`src/rtl/decode_queue_if.sv`:
```
// decode_queue_if: fetch-side and execute-side bus of the decode queue.
//   Fetch side  : inValid/inReady handshake, inInstruction (raw), inPC.
//   Execute side: outValid/outReady handshake, outPC, decoded fields
//                 (opcode, rd, fun3, rs1, rs2, fun7), immediateValue, opALU
//                 and the per-instruction control flags.
// master modport is the fetch/execute environment, slave is the queue.
interface decode_queue_if #(
  parameter int unsigned XLEN = 32
);
  logic            inValid;
  logic            inReady;
  logic [31:0]     inInstruction;
  logic [XLEN-1:0] inPC;

  logic            outValid;
  logic            outReady;
  logic [XLEN-1:0] outPC;
  logic [6:0]      opcode;
  logic [4:0]      rd;
  logic [2:0]      fun3;
  logic [4:0]      rs1;
  logic [4:0]      rs2;
  logic [6:0]      fun7;
  logic [XLEN-1:0] immediateValue;
  logic [3:0]      opALU;
  logic            enRegWrite;
  logic            enALU;
  logic            useImmediate;
  logic            isBranch;
  logic            isJump;
  logic            isLoad;
  logic            isStore;
  logic            isVI;
  logic            isIllegal;

  modport master (
    output inValid, inInstruction, inPC, outReady,
    input  inReady, outValid, outPC, opcode, rd, fun3, rs1, rs2, fun7,
    input  immediateValue, opALU, enRegWrite, enALU, useImmediate,
    input  isBranch, isJump, isLoad, isStore, isVI, isIllegal
  );

  modport slave (
    input  inValid, inInstruction, inPC, outReady,
    output inReady, outValid, outPC, opcode, rd, fun3, rs1, rs2, fun7,
    output immediateValue, opALU, enRegWrite, enALU, useImmediate,
    output isBranch, isJump, isLoad, isStore, isVI, isIllegal
  );
endinterface

```
`src/rtl/decode_queue.sv`:
```
// decode_queue: buffered RV32I/RV64I decode stage between fetch and execute.
// Instructions are decoded combinationally on entry and the decoded bundle is
// stored in a DEPTH-entry FIFO; execute sees the head slot directly.
// Ports:
//   clk          - clock, all state on rising edge
//   rstN         - asynchronous active-low reset
//   flush        - synchronous discard of all queued entries
//   bus          - decode_queue_if.slave (fetch and execute handshakes)
//   count        - occupied entries
//   illegalCount - saturating count of accepted illegal instructions
module decode_queue #(
  parameter int unsigned XLEN  = 32,
  parameter int unsigned DEPTH = 4,
  parameter int unsigned CNTW  = 16
) (
  input  logic                   clk,
  input  logic                   rstN,
  input  logic                   flush,
  decode_queue_if.slave          bus,
  output logic [$clog2(DEPTH):0] count,
  output logic [CNTW-1:0]        illegalCount
);
  localparam int unsigned PtrW = $clog2(DEPTH);
  localparam int unsigned CntW = PtrW + 1;

  localparam logic [6:0] OpLui    = 7'b0110111;
  localparam logic [6:0] OpAuipc  = 7'b0010111;
  localparam logic [6:0] OpJal    = 7'b1101111;
  localparam logic [6:0] OpJalr   = 7'b1100111;
  localparam logic [6:0] OpBranch = 7'b1100011;
  localparam logic [6:0] OpLoad   = 7'b0000011;
  localparam logic [6:0] OpStore  = 7'b0100011;
  localparam logic [6:0] OpImm    = 7'b0010011;
  localparam logic [6:0] OpReg    = 7'b0110011;

  localparam logic [3:0] AluAdd   = 4'b0000;
  localparam logic [3:0] AluSub   = 4'b0001;
  localparam logic [3:0] AluAnd   = 4'b0010;
  localparam logic [3:0] AluOr    = 4'b0011;
  localparam logic [3:0] AluXor   = 4'b0100;
  localparam logic [3:0] AluSlt   = 4'b0101;
  localparam logic [3:0] AluSltu  = 4'b0110;
  localparam logic [3:0] AluSll   = 4'b0111;
  localparam logic [3:0] AluSrl   = 4'b1000;
  localparam logic [3:0] AluSra   = 4'b1001;
  localparam logic [3:0] AluPassB = 4'b1010;

  typedef struct packed {
    logic [XLEN-1:0] pc;
    logic [XLEN-1:0] imm;
    logic [6:0]      opcode;
    logic [4:0]      rd;
    logic [2:0]      fun3;
    logic [4:0]      rs1;
    logic [4:0]      rs2;
    logic [6:0]      fun7;
    logic [3:0]      alu;
    logic            reg_write;
    logic            en_alu;
    logic            use_imm;
    logic            branch;
    logic            jump;
    logic            load;
    logic            store;
    logic            vi;
    logic            illegal;
  } bundle_t;

  bundle_t         r_mem [DEPTH];
  logic [PtrW-1:0] r_wr_ptr;
  logic [PtrW-1:0] r_rd_ptr;
  logic [CntW-1:0] r_count;
  logic [CNTW-1:0] r_illegal_cnt;

  logic [31:0]     w_ins;
  logic [2:0]      w_fun3;
  logic [6:0]      w_fun7;
  logic            w_shamt_ok;
  logic            w_illegal;
  logic [3:0]      w_alu;
  logic [XLEN-1:0] w_imm;
  logic            w_reg_write;
  logic            w_en_alu;
  logic            w_use_imm;
  logic            w_branch;
  logic            w_jump;
  logic            w_load;
  logic            w_store;
  bundle_t         w_dec;
  bundle_t         w_head;
  logic            w_push;
  logic            w_pop;
  logic            w_ready;
  logic            w_valid;

  assign w_ins  = bus.inInstruction;
  assign w_fun3 = w_ins[14:12];
  assign w_fun7 = w_ins[31:25];

  // RV64 uses a 6-bit shamt, so only instruction[31:26] is the function field.
  assign w_shamt_ok = (XLEN == 64) ?
                      (w_ins[31:26] == 6'b000000 || w_ins[31:26] == 6'b010000) :
                      (w_fun7 == 7'b0000000 || w_fun7 == 7'b0100000);

  always_comb begin
    w_illegal   = 1'b0;
    w_alu       = AluAdd;
    w_imm       = '0;
    w_reg_write = 1'b0;
    w_en_alu    = 1'b0;
    w_use_imm   = 1'b0;
    w_branch    = 1'b0;
    w_jump      = 1'b0;
    w_load      = 1'b0;
    w_store     = 1'b0;
    case (w_ins[6:0])
      OpLui: begin
        w_imm       = XLEN'($signed({w_ins[31:12], 12'h000}));
        w_alu       = AluPassB;
        w_reg_write = 1'b1;
        w_en_alu    = 1'b1;
        w_use_imm   = 1'b1;
      end
      OpAuipc: begin
        w_imm       = XLEN'($signed({w_ins[31:12], 12'h000}));
        w_reg_write = 1'b1;
        w_en_alu    = 1'b1;
        w_use_imm   = 1'b1;
      end
      OpJal: begin
        w_imm       = XLEN'($signed({w_ins[31], w_ins[19:12], w_ins[20], w_ins[30:21], 1'b0}));
        w_reg_write = 1'b1;
        w_use_imm   = 1'b1;
        w_jump      = 1'b1;
      end
      OpJalr: begin
        w_illegal   = (w_fun3 != 3'b000);
        w_imm       = XLEN'($signed(w_ins[31:20]));
        w_reg_write = 1'b1;
        w_en_alu    = 1'b1;
        w_use_imm   = 1'b1;
        w_jump      = 1'b1;
      end
      OpBranch: begin
        w_imm    = XLEN'($signed({w_ins[31], w_ins[7], w_ins[30:25], w_ins[11:8], 1'b0}));
        w_en_alu = 1'b1;
        w_branch = 1'b1;
        case (w_fun3)
          3'b000, 3'b001: w_alu = AluSub;
          3'b100, 3'b101: w_alu = AluSlt;
          3'b110, 3'b111: w_alu = AluSltu;
          default:        w_illegal = 1'b1;
        endcase
      end
      OpLoad: begin
        w_illegal   = (XLEN == 64) ? (w_fun3 == 3'b111) :
                      (w_fun3 == 3'b011 || w_fun3 == 3'b110 || w_fun3 == 3'b111);
        w_imm       = XLEN'($signed(w_ins[31:20]));
        w_reg_write = 1'b1;
        w_en_alu    = 1'b1;
        w_use_imm   = 1'b1;
        w_load      = 1'b1;
      end
      OpStore: begin
        w_illegal = (XLEN == 64) ? (w_fun3 > 3'b011) : (w_fun3 > 3'b010);
        w_imm     = XLEN'($signed({w_ins[31:25], w_ins[11:7]}));
        w_en_alu  = 1'b1;
        w_use_imm = 1'b1;
        w_store   = 1'b1;
      end
      OpImm: begin
        w_imm       = XLEN'($signed(w_ins[31:20]));
        w_reg_write = 1'b1;
        w_en_alu    = 1'b1;
        w_use_imm   = 1'b1;
        case (w_fun3)
          3'b000: w_alu = AluAdd;
          3'b010: w_alu = AluSlt;
          3'b011: w_alu = AluSltu;
          3'b100: w_alu = AluXor;
          3'b110: w_alu = AluOr;
          3'b111: w_alu = AluAnd;
          3'b001: begin
            w_alu     = AluSll;
            w_illegal = !w_shamt_ok;
          end
          default: begin
            w_alu     = w_ins[30] ? AluSra : AluSrl;
            w_illegal = !w_shamt_ok;
          end
        endcase
      end
      OpReg: begin
        w_reg_write = 1'b1;
        w_en_alu    = 1'b1;
        if (w_fun7 == 7'b0000000) begin
          case (w_fun3)
            3'b000:  w_alu = AluAdd;
            3'b001:  w_alu = AluSll;
            3'b010:  w_alu = AluSlt;
            3'b011:  w_alu = AluSltu;
            3'b100:  w_alu = AluXor;
            3'b101:  w_alu = AluSrl;
            3'b110:  w_alu = AluOr;
            default: w_alu = AluAnd;
          endcase
        end else if (w_fun7 == 7'b0100000 && w_fun3 == 3'b000) begin
          w_alu = AluSub;
        end else if (w_fun7 == 7'b0100000 && w_fun3 == 3'b101) begin
          w_alu = AluSra;
        end else begin
          w_illegal = 1'b1;
        end
      end
      default: w_illegal = 1'b1;
    endcase
  end

  // Illegal encodings keep their raw fields but carry no immediate, ALU op or
  // control flags, so execute cannot act on a half-decoded instruction.
  always_comb begin
    w_dec           = '0;
    w_dec.pc        = bus.inPC;
    w_dec.opcode    = w_ins[6:0];
    w_dec.rd        = w_ins[11:7];
    w_dec.fun3      = w_fun3;
    w_dec.rs1       = w_ins[19:15];
    w_dec.rs2       = w_ins[24:20];
    w_dec.fun7      = w_fun7;
    w_dec.illegal   = w_illegal;
    w_dec.vi        = !w_illegal;
    if (!w_illegal) begin
      w_dec.imm       = w_imm;
      w_dec.alu       = w_alu;
      w_dec.reg_write = w_reg_write;
      w_dec.en_alu    = w_en_alu;
      w_dec.use_imm   = w_use_imm;
      w_dec.branch    = w_branch;
      w_dec.jump      = w_jump;
      w_dec.load      = w_load;
      w_dec.store     = w_store;
    end
  end

  // No full bypass: a full queue refuses a push even when it pops that cycle.
  assign w_ready = (r_count != CntW'(DEPTH));
  assign w_valid = (r_count != '0);
  assign w_push  = bus.inValid & w_ready;
  assign w_pop   = w_valid & bus.outReady;

  always_ff @(posedge clk or negedge rstN) begin
    if (!rstN) begin
      for (int i = 0; i < int'(DEPTH); i++) begin
        r_mem[i] <= '0;
      end
      r_wr_ptr      <= '0;
      r_rd_ptr      <= '0;
      r_count       <= '0;
      r_illegal_cnt <= '0;
    end else begin
      if (flush) begin
        r_wr_ptr <= '0;
        r_rd_ptr <= '0;
        r_count  <= '0;
      end else begin
        if (w_push) begin
          r_mem[r_wr_ptr] <= w_dec;
          r_wr_ptr        <= r_wr_ptr + PtrW'(1);
        end
        if (w_pop) begin
          r_rd_ptr <= r_rd_ptr + PtrW'(1);
        end
        if (w_push && !w_pop) begin
          r_count <= r_count + CntW'(1);
        end else if (!w_push && w_pop) begin
          r_count <= r_count - CntW'(1);
        end
      end
      // Counts accepted illegal instructions even when a flush discards them.
      if (w_push && w_dec.illegal && (r_illegal_cnt != {CNTW{1'b1}})) begin
        r_illegal_cnt <= r_illegal_cnt + CNTW'(1);
      end
    end
  end

  assign w_head = r_mem[r_rd_ptr];

  assign bus.inReady        = w_ready;
  assign bus.outValid       = w_valid;
  assign bus.outPC          = w_head.pc;
  assign bus.opcode         = w_head.opcode;
  assign bus.rd             = w_head.rd;
  assign bus.fun3           = w_head.fun3;
  assign bus.rs1            = w_head.rs1;
  assign bus.rs2            = w_head.rs2;
  assign bus.fun7           = w_head.fun7;
  assign bus.immediateValue = w_head.imm;
  assign bus.opALU          = w_head.alu;
  assign bus.enRegWrite     = w_head.reg_write;
  assign bus.enALU          = w_head.en_alu;
  assign bus.useImmediate   = w_head.use_imm;
  assign bus.isBranch       = w_head.branch;
  assign bus.isJump         = w_head.jump;
  assign bus.isLoad         = w_head.load;
  assign bus.isStore        = w_head.store;
  assign bus.isVI           = w_head.vi;
  assign bus.isIllegal      = w_head.illegal;

  assign count        = r_count;
  assign illegalCount = r_illegal_cnt;
endmodule

```
`src/flat_wrapper.sv`:
```
// flat-port wrapper written by rule: the top's interface ports become plain ports
module decode_queue_flat 
#(
  parameter int unsigned XLEN  = 32,
  parameter int unsigned DEPTH = 4,
  parameter int unsigned CNTW  = 16
)
  (clk, rstN, flush, count, illegalCount, bus_inValid, bus_inInstruction, bus_inPC, bus_outReady, bus_inReady, bus_outValid, bus_outPC, bus_opcode, bus_rd, bus_fun3, bus_rs1, bus_rs2, bus_fun7, bus_immediateValue, bus_opALU, bus_enRegWrite, bus_enALU, bus_useImmediate, bus_isBranch, bus_isJump, bus_isLoad, bus_isStore, bus_isVI, bus_isIllegal);
  decode_queue_if #(.XLEN(XLEN)) bus_i ();
  input  logic clk;
  input  logic rstN;
  input  logic flush;
  output logic [$clog2(DEPTH):0] count;
  output logic [CNTW-1:0] illegalCount;
  input wire logic [$bits(bus_i.inValid)-1:0] bus_inValid;
  input wire logic [$bits(bus_i.inInstruction)-1:0] bus_inInstruction;
  input wire logic [$bits(bus_i.inPC)-1:0] bus_inPC;
  input wire logic [$bits(bus_i.outReady)-1:0] bus_outReady;
  output wire logic [$bits(bus_i.inReady)-1:0] bus_inReady;
  output wire logic [$bits(bus_i.outValid)-1:0] bus_outValid;
  output wire logic [$bits(bus_i.outPC)-1:0] bus_outPC;
  output wire logic [$bits(bus_i.opcode)-1:0] bus_opcode;
  output wire logic [$bits(bus_i.rd)-1:0] bus_rd;
  output wire logic [$bits(bus_i.fun3)-1:0] bus_fun3;
  output wire logic [$bits(bus_i.rs1)-1:0] bus_rs1;
  output wire logic [$bits(bus_i.rs2)-1:0] bus_rs2;
  output wire logic [$bits(bus_i.fun7)-1:0] bus_fun7;
  output wire logic [$bits(bus_i.immediateValue)-1:0] bus_immediateValue;
  output wire logic [$bits(bus_i.opALU)-1:0] bus_opALU;
  output wire logic [$bits(bus_i.enRegWrite)-1:0] bus_enRegWrite;
  output wire logic [$bits(bus_i.enALU)-1:0] bus_enALU;
  output wire logic [$bits(bus_i.useImmediate)-1:0] bus_useImmediate;
  output wire logic [$bits(bus_i.isBranch)-1:0] bus_isBranch;
  output wire logic [$bits(bus_i.isJump)-1:0] bus_isJump;
  output wire logic [$bits(bus_i.isLoad)-1:0] bus_isLoad;
  output wire logic [$bits(bus_i.isStore)-1:0] bus_isStore;
  output wire logic [$bits(bus_i.isVI)-1:0] bus_isVI;
  output wire logic [$bits(bus_i.isIllegal)-1:0] bus_isIllegal;
  assign bus_i.inValid = bus_inValid;
  assign bus_i.inInstruction = bus_inInstruction;
  assign bus_i.inPC = bus_inPC;
  assign bus_i.outReady = bus_outReady;
  assign bus_inReady = bus_i.inReady;
  assign bus_outValid = bus_i.outValid;
  assign bus_outPC = bus_i.outPC;
  assign bus_opcode = bus_i.opcode;
  assign bus_rd = bus_i.rd;
  assign bus_fun3 = bus_i.fun3;
  assign bus_rs1 = bus_i.rs1;
  assign bus_rs2 = bus_i.rs2;
  assign bus_fun7 = bus_i.fun7;
  assign bus_immediateValue = bus_i.immediateValue;
  assign bus_opALU = bus_i.opALU;
  assign bus_enRegWrite = bus_i.enRegWrite;
  assign bus_enALU = bus_i.enALU;
  assign bus_useImmediate = bus_i.useImmediate;
  assign bus_isBranch = bus_i.isBranch;
  assign bus_isJump = bus_i.isJump;
  assign bus_isLoad = bus_i.isLoad;
  assign bus_isStore = bus_i.isStore;
  assign bus_isVI = bus_i.isVI;
  assign bus_isIllegal = bus_i.isIllegal;
  decode_queue #(.XLEN(XLEN), .DEPTH(DEPTH), .CNTW(CNTW)) u_core (.clk(clk), .rstN(rstN), .flush(flush), .bus(bus_i), .count(count), .illegalCount(illegalCount));
endmodule
```
`config.mk`:
```
export PLATFORM = sky130hd
export DESIGN_NAME = decode_queue_flat
export DESIGN_NICKNAME = d
export VERILOG_FILES = /design/src/rtl/decode_queue_if.sv /design/src/rtl/decode_queue.sv /design/src/flat_wrapper.sv
export SDC_FILE = /design/constraint.sdc
export NUM_CORES = 1
export LEC_CHECK = 0
export CAP_MARGIN = 20
export CORE_MARGIN = 2
export CORE_UTILIZATION = 50
export DETAILED_ROUTE_END_ITERATION = 6
export PLACE_DENSITY = 0.75
export SYNTH_ARGS = -nofsm -noshare
export SYNTH_HDL_FRONTEND = slang
export SYNTH_SLANG_ARGS = --single-unit
```
`constraint.sdc`:
```
create_clock -name clk -period 4.8 [get_ports clk]
set_input_delay 0.72 -clock clk [delete_from_list [all_inputs] [get_ports clk]]
set_output_delay 0.72 -clock clk [all_outputs]
set_load 0.02 [all_outputs]
```
# Yosys cells after proc, flatten, opt, wreduce, memory -nomap -nowiden
# Cells that the tools add are included.
dict set report word_totals {
  latch_bits 0
  ram_bits 0
  register_bits 459
  output_inout_bits 130
  mem_count 0
  rom_bits 0
}
dict set report classes {
  n_mul 0
  muxes 37
  bitwise_logic 5
  div_mod_pow 0
  shifts 0
  reduce_logical 34
  addsub 5
  magnitude_cmp 4
  eq_ne 19
}
# op count
set op_table {}
lappend op_table {{$bwmux W436} 1}
lappend op_table {{$mux W109} 3}
lappend op_table {{$bmux W109 S2} 1}
lappend op_table {{$demux W109 S2} 1}
lappend op_table {{$pmux W32 S5} 1}
lappend op_table {{$pmux W4 S7} 2}
lappend op_table {{$mux W32} 1}
lappend op_table {{$eq A7 B6 Y1 const B} 4}
lappend op_table {{$eq A7 B7 Y1 const B} 3}
lappend op_table {{$add A16 B1 Y16 const B} 1}
lappend op_table {{$ne A16 B16 Y1 const B} 1}
lappend op_table {{$pmux W4 S4} 1}
lappend op_table {{$eq A7 B5 Y1 const B} 2}
lappend op_table {{$reduce_or A7 Y1} 2}
lappend op_table {{$mux W1} 13}
lappend op_table {{$eq A3 B3 Y1 const B} 4}
lappend op_table {{$mux W4} 3}
lappend op_table {{$reduce_or A6 Y1} 2}
lappend op_table {{$mux W11} 1}
lappend op_table {{$reduce_or A2 Y1} 5}
lappend op_table {{$mux W3} 3}
lappend op_table {{$pmux W3 S3} 1}
lappend op_table {{$reduce_bool A3 Y1} 3}
lappend op_table {{$mux W2} 4}
lappend op_table {{other kinds (23)} 41}

# Depth between registers and ports, before layout
dict set report depth {
  ltp_word 8
  depth_mapped 10
  mapped_depth_nobuf 9
}

# Worst setup path before layout
# OpenSTA, ideal clock, no wires.
dict set report synth_timing {
  path_kind {input to register}
  from {in bus_inInstruction[12]}
  to {reg u_core.r_illegal_cnt[12], in the netlist u_core.illegalCount[12]}
  setup_slack_ns 1.965
  path_buffers 1
  path_stages 8
  setup_ns 0.125
  arrival_time_ns 2.710
  path_cell_list {clkbuf_1 inv_1 nor4_1 a32oi_2 and2_4 and2_2 nor4_1 mux2_2}
}
dict set report synth_between {
  elab_chain_cells 8
}
# item line_no
set synth_rtl {}
lappend synth_rtl {{start, declared} flat_wrapper.sv:16} ;# input wire logic [$bits(bus_i.inInstruction)-1:0] bus_inInstruction;
lappend synth_rtl {{$eq A3 B3 Y1} {decode_queue.sv:148, decode_queue.sv:209}}
lappend synth_rtl {{$logic_and A1 B1 Y1} decode_queue.sv:209} ;# end else if (w_fun7 == 7'b0100000 && w_fun3 == 3'b101) begin
lappend synth_rtl {{$mux W1} decode_queue.sv:209}
lappend synth_rtl {{$mux W1} decode_queue.sv:207} ;# end else if (w_fun7 == 7'b0100000 && w_fun3 == 3'b000) begin
lappend synth_rtl {{$mux W1} decode_queue.sv:196} ;# if (w_fun7 == 7'b0000000) begin
lappend synth_rtl {{$pmux W1 S7 *} decode_queue.sv:116} ;# case (w_ins[6:0])
lappend synth_rtl {{$logic_and A1 B1 Y1 * (2 in a row)} decode_queue.sv:280} ;# if (w_push && w_dec.illegal && (r_illegal_cnt != {CNTW{1'b1}})) begin
lappend synth_rtl {{end signal, assigned} decode_queue.sv:281} ;# r_illegal_cnt <= r_illegal_cnt + CNTW'(1);
lappend synth_rtl {{end, declared} decode_queue.sv:73} ;# logic [CNTW-1:0] r_illegal_cnt;
# Mark *: on every way between the ends. The rest lies on a longest branch, timed or not.
# A chain may end at the register's enable or synchronous reset.

# Worst setup path in the final report
dict set report layout_timing {
  from {reg u_core.r_rd_ptr[0]}
  to {out bus_immediateValue[2]}
}
dict set report layout_between {
  elab_chain_cells 4
}
# item line_no
set layout_rtl {}
lappend layout_rtl {{start, declared} decode_queue.sv:71} ;# logic [PtrW-1:0] r_rd_ptr;
lappend layout_rtl {{start signal, assigned} decode_queue.sv:271} ;# r_rd_ptr <= r_rd_ptr + PtrW'(1);
lappend layout_rtl {{$not A2 Y3 (not written as such)} decode_queue.sv:286} ;# assign w_head = r_mem[r_rd_ptr];
lappend layout_rtl {{$bmux W109 S2} decode_queue.sv:286}
lappend layout_rtl {{$mux W109 (not written as such) (2 in a row)} decode_queue.sv:286}
lappend layout_rtl {{end, declared} flat_wrapper.sv:28} ;# output wire logic [$bits(bus_i.immediateValue)-1:0] bus_immediateValue;
# Every way passes these cells. The select of a mux whose other input is x is not followed.

==> metrics.md <==
| Metric | Value |
|---|---|
| Status | completed |
| Final hold viol count | 0 |
| WL/cell | 21.58 um |
| CTS Hold Buffers Added | 0 |
| Post-synth cell types | 58 |
| Fin Clk Skew | 0.02313 ns |
| Mapped Avg Cell Area | 10.72 um^2 |
| Pwr dens | 566.7 mW/mm^2 |
| Top-area cell type share of the netlist area | 55.58% |
| Total gr overflow | 0 |
| Max Cap Viol | 0 |
| Multi-input logic area | 0.008675 mm^2 |
| Worst r2r dst | u_core.r_mem[327] |
| Fraction of layout cells with a size suffix above 1 | 17.69% |
| Tightest Hold Check Type | primary input to async pin |
| Final HPWL DP | 37130 um |
| Prevailing post-synth register cell | dfrtp_1 |
| DR iter-0 viols | 1462 |
| Vias in the first global route | 15920 |
| Die Ht | 207.3 um |
| Storage element area | 0.01149 mm^2 |
| Most common cell in the netlist | nand2_1 |
| Area grow syn2layout | 20.51% |
| Max transition margin | 38.35% |
| Synth Register Bits | 459 |
| CP arrival | 3.06 ns |
| Pre-CTS setup slack | 0.8426 ns |
| Critical-path cell list | buf_4 > mux4_2 > clkdlybuf4s50_1 |
| Initial antenna violation count | 1 |
| Final Util | 60.99% |
| Crit. Startpoint | u_core.r_rd_ptr[0] |
| Worst slew pin tran | 0.9248 ns |
| CTS sink cnt | 459 |
| Seq/Total Area, Yosys | 55.58% |
| Residual DRC | 0 |
| Via count | 15410 |
| Critical Path Sink Type | output port |
| CTS max path bufs | 3 |
| Minimum clock period | 3.784 ns |
| Placer Congestion | 0.9026 |
| Crit-path slowest cell | dfrtp_4 |
| Placed Cells | 2568 |
| Setup WS post-layout | 1.016 ns |
| Static leakage | 11.72 nW |
| Reg clk slew, reported paths | 0.06 ns |
| Hold WS | 0.2437 ns |
| Overall routed net length | 57360 um |
| Stages on worst setup path | 3 |
| Fmax achieved | 264.3 MHz |
| Final ANT Viol Nets | 0 |
| Largest stage delay on the critical path | 0.84 ns |
| Crit Path Class | register to output port |
| Core ar. | 0.04083 mm^2 |
| Setup Fix Bufs, Post-CTS | 0 |
| FILL cells | 3183 |
| Largest net degree at the start of global routing | 117 |
| Die area | 0.04298 mm^2 |
| Worst r2r src | u_core.count[1] |
| I/O pin count | 199 |
| Cell Area, Synth | 0.02067 mm^2 |
| Final number of setup-violating endpoints | 0 |
| CTS tree | done |
| RSZ-0062 raised after global routing | no |
| First-pass GRT wire length | 90680 um |
| Placement Rows | 74 |
| CP Max Fanout | 29 |
| CTS buffer count | 48 |
| Post-synth top area cell | dfrtp_1 |
| Worst-Skew Late Latency | 0.59 ns |
| Initial core utilization | 50.61% |
| Layout net count | 2162 |
| Post-synth EDFFs | 0 |
| Top cells by count, synth | nand2_1 (804), dfrtp_1 (459), mux4_2 (109), mux2_2 (107), clkbuf_1 (93) |
| Port bufs | 198 |
| Mapped Nets | 2002 |
| Slew Viols, Final | 0 |
| Setup TNS | 0 ns |
| Gr usage total | 26.95% |
| Worst path top cell family by delay | buffers and inverters |
| Maximum vdd ir drop | 0.4536 mV |
| Via-to-Cell Ratio | 5.797 |
| H-tree level count | 2 |
| Syn Inst Count | 1927 |
| Buf+Inv Stages, Crit Path | 2 |
| Die X-Extent | 207.3 um |
| Required @ worst endpoint | 4.08 ns |
| Worst R2R Path Depth | 9 |
| Part of the cycle the worst path needs | 78.84% |
| Final non-filler cell total | 2658 |
| Post-cts resize count | 0 |
| Asr flop ratio synth | 100.0% |
| Crit start category | register |
| Drt pass-1 iters | 5 |
| Largest cells by area after synthesis | dfrtp_1 (56%), nand2_1 (15%), mux4_2 (12%) |
| Crit path to | bus_immediateValue[2] |
| Yosys warns | 0 |
| Slack of the worst reg-to-reg path | 2.09 ns |
| Root Driver | clkbuf_16 |
==> logic make-up after synthesis <==
kind of cell	count (synthesis)	share of synthesized area, %
AOI/OAI and AO/OA	157	5.007
xor gates and xnor gates	20	0.8476
adders and majority gates	6	0.3996
buffers and inverters	141	2.670
DFF	459	55.58
muxes	216	17.71
and+or+nand+nor	928	17.79
==> worst min-delay path by stage <==
stage | startpoint | to | slack (ns) | cells past startpoint
CTS | rstN | u_core.r_mem[259] | 0.27 | 1
global placement | u_core.r_mem[200] | u_core.r_mem[200] | 0.45 | 2
detailed placement | u_core.r_mem[194] | u_core.r_mem[194] | 0.46 | 2
global route | rstN | u_core.illegalCount[1] | 0.31 | 1
floorplan | rstN | u_core.count[0] | 0.42 | 0
finish | rstN | u_core.r_mem[268] | 0.24 | 1
==> layout make-up <==
class | count | share of cell area, %
diodes | 1 | 0.01005
repair buffers | 239 | 9.606
well taps | 532 | 2.673
flip-flops and latches | 459 | 46.15
clock buffers | 71 | 5.737
inverters | 12 | 0.1809
multi-input cells | 1327 | 34.83
clock inverters | 17 | 0.8139
==> metal layers <==
| layer | part of all wire (%) | GRT usage, % | vias to the layer above |
|---|---|---|---|
| li1 | - | - | 6795 |
| met1 | 40 | 35.61 | 7822 |
| met2 | 48 | 43.20 | 662 |
| met3 | 8.3 | 6.293 | 130 |
| met4 | 3.9 | 11.28 | 0 |
| met5 | 0 | 0 | - |
==> registers in the layout, summed over array words and instances (netlist names) <==
signal               count
u_core.r_mem           436
u_core.illegalCount     16
u_core.count             3
u_core.r_rd_ptr          2
u_core.r_wr_ptr          2
==> metrics by stage <==
step	instance area [um^2]	total power, mW
finish	24910	14.11
CTS	24900	14.20
global route	24900	14.84
detailed placement	23270	10.34
global placement	23270	10.17
floorplan	20670	8.342
==> worst reg2reg max path, cell delays in order (launching register included) <==
cell     delay (ns)
dfrtp_1        0.44
inv_1          0.10
nand3_1        0.12
nand2_1        0.31
nor2_1         0.19
buf_4          0.22
and2_4         0.60
buf_4          0.40
nor2_1         0.09
a21oi_1        0.16
==> cell usage in the layout (no fill, tap or decap), types with 5 or more instances in the layout <==
| cell type | Yosys | routed |
|---|---|---|
| a21oi_1 | 29 | 29 |
| a21oi_2 | 15 | 15 |
| a22o_1 | 24 | 24 |
| and2_4 | 1 | 5 |
| buf_12 | 0 | 8 |
| buf_4 | 3 | 32 |
| clkbuf_1 | 93 | 10 |
| clkbuf_16 | 0 | 49 |
| clkbuf_8 | 0 | 12 |
| clkdlybuf4s50_1 | 0 | 197 |
| clkinv_2 | 0 | 11 |
| dfrtp_1 | 459 | 457 |
| ha_1 | 5 | 5 |
| inv_1 | 12 | 12 |
| mux2_2 | 107 | 107 |
| mux4_2 | 109 | 109 |
| nand2_1 | 804 | 800 |
| nand2_4 | 1 | 5 |
| nand3_1 | 11 | 11 |
| nand4_1 | 5 | 5 |
| nor2_1 | 56 | 56 |
| nor2_2 | 5 | 5 |
| nor3_1 | 6 | 6 |
| nor4_1 | 8 | 7 |
| o21ai_0 | 44 | 44 |
| o21ai_1 | 16 | 16 |
| xnor2_1 | 14 | 14 |
| xor2_1 | 6 | 6 |
==> report_power, final <==
| part | total (mW) | leakage, nW | internal (mW) | switching (mW) |
|---|---|---|---|---|
| combinational | 4.62 | 4.85 | 2.23 | 2.39 |
| clock | 3.83 | 0.811 | 2.28 | 1.55 |
| sequential | 5.67 | 6.06 | 4.97 | 0.701 |
Power figures use the tool's default switching activity.
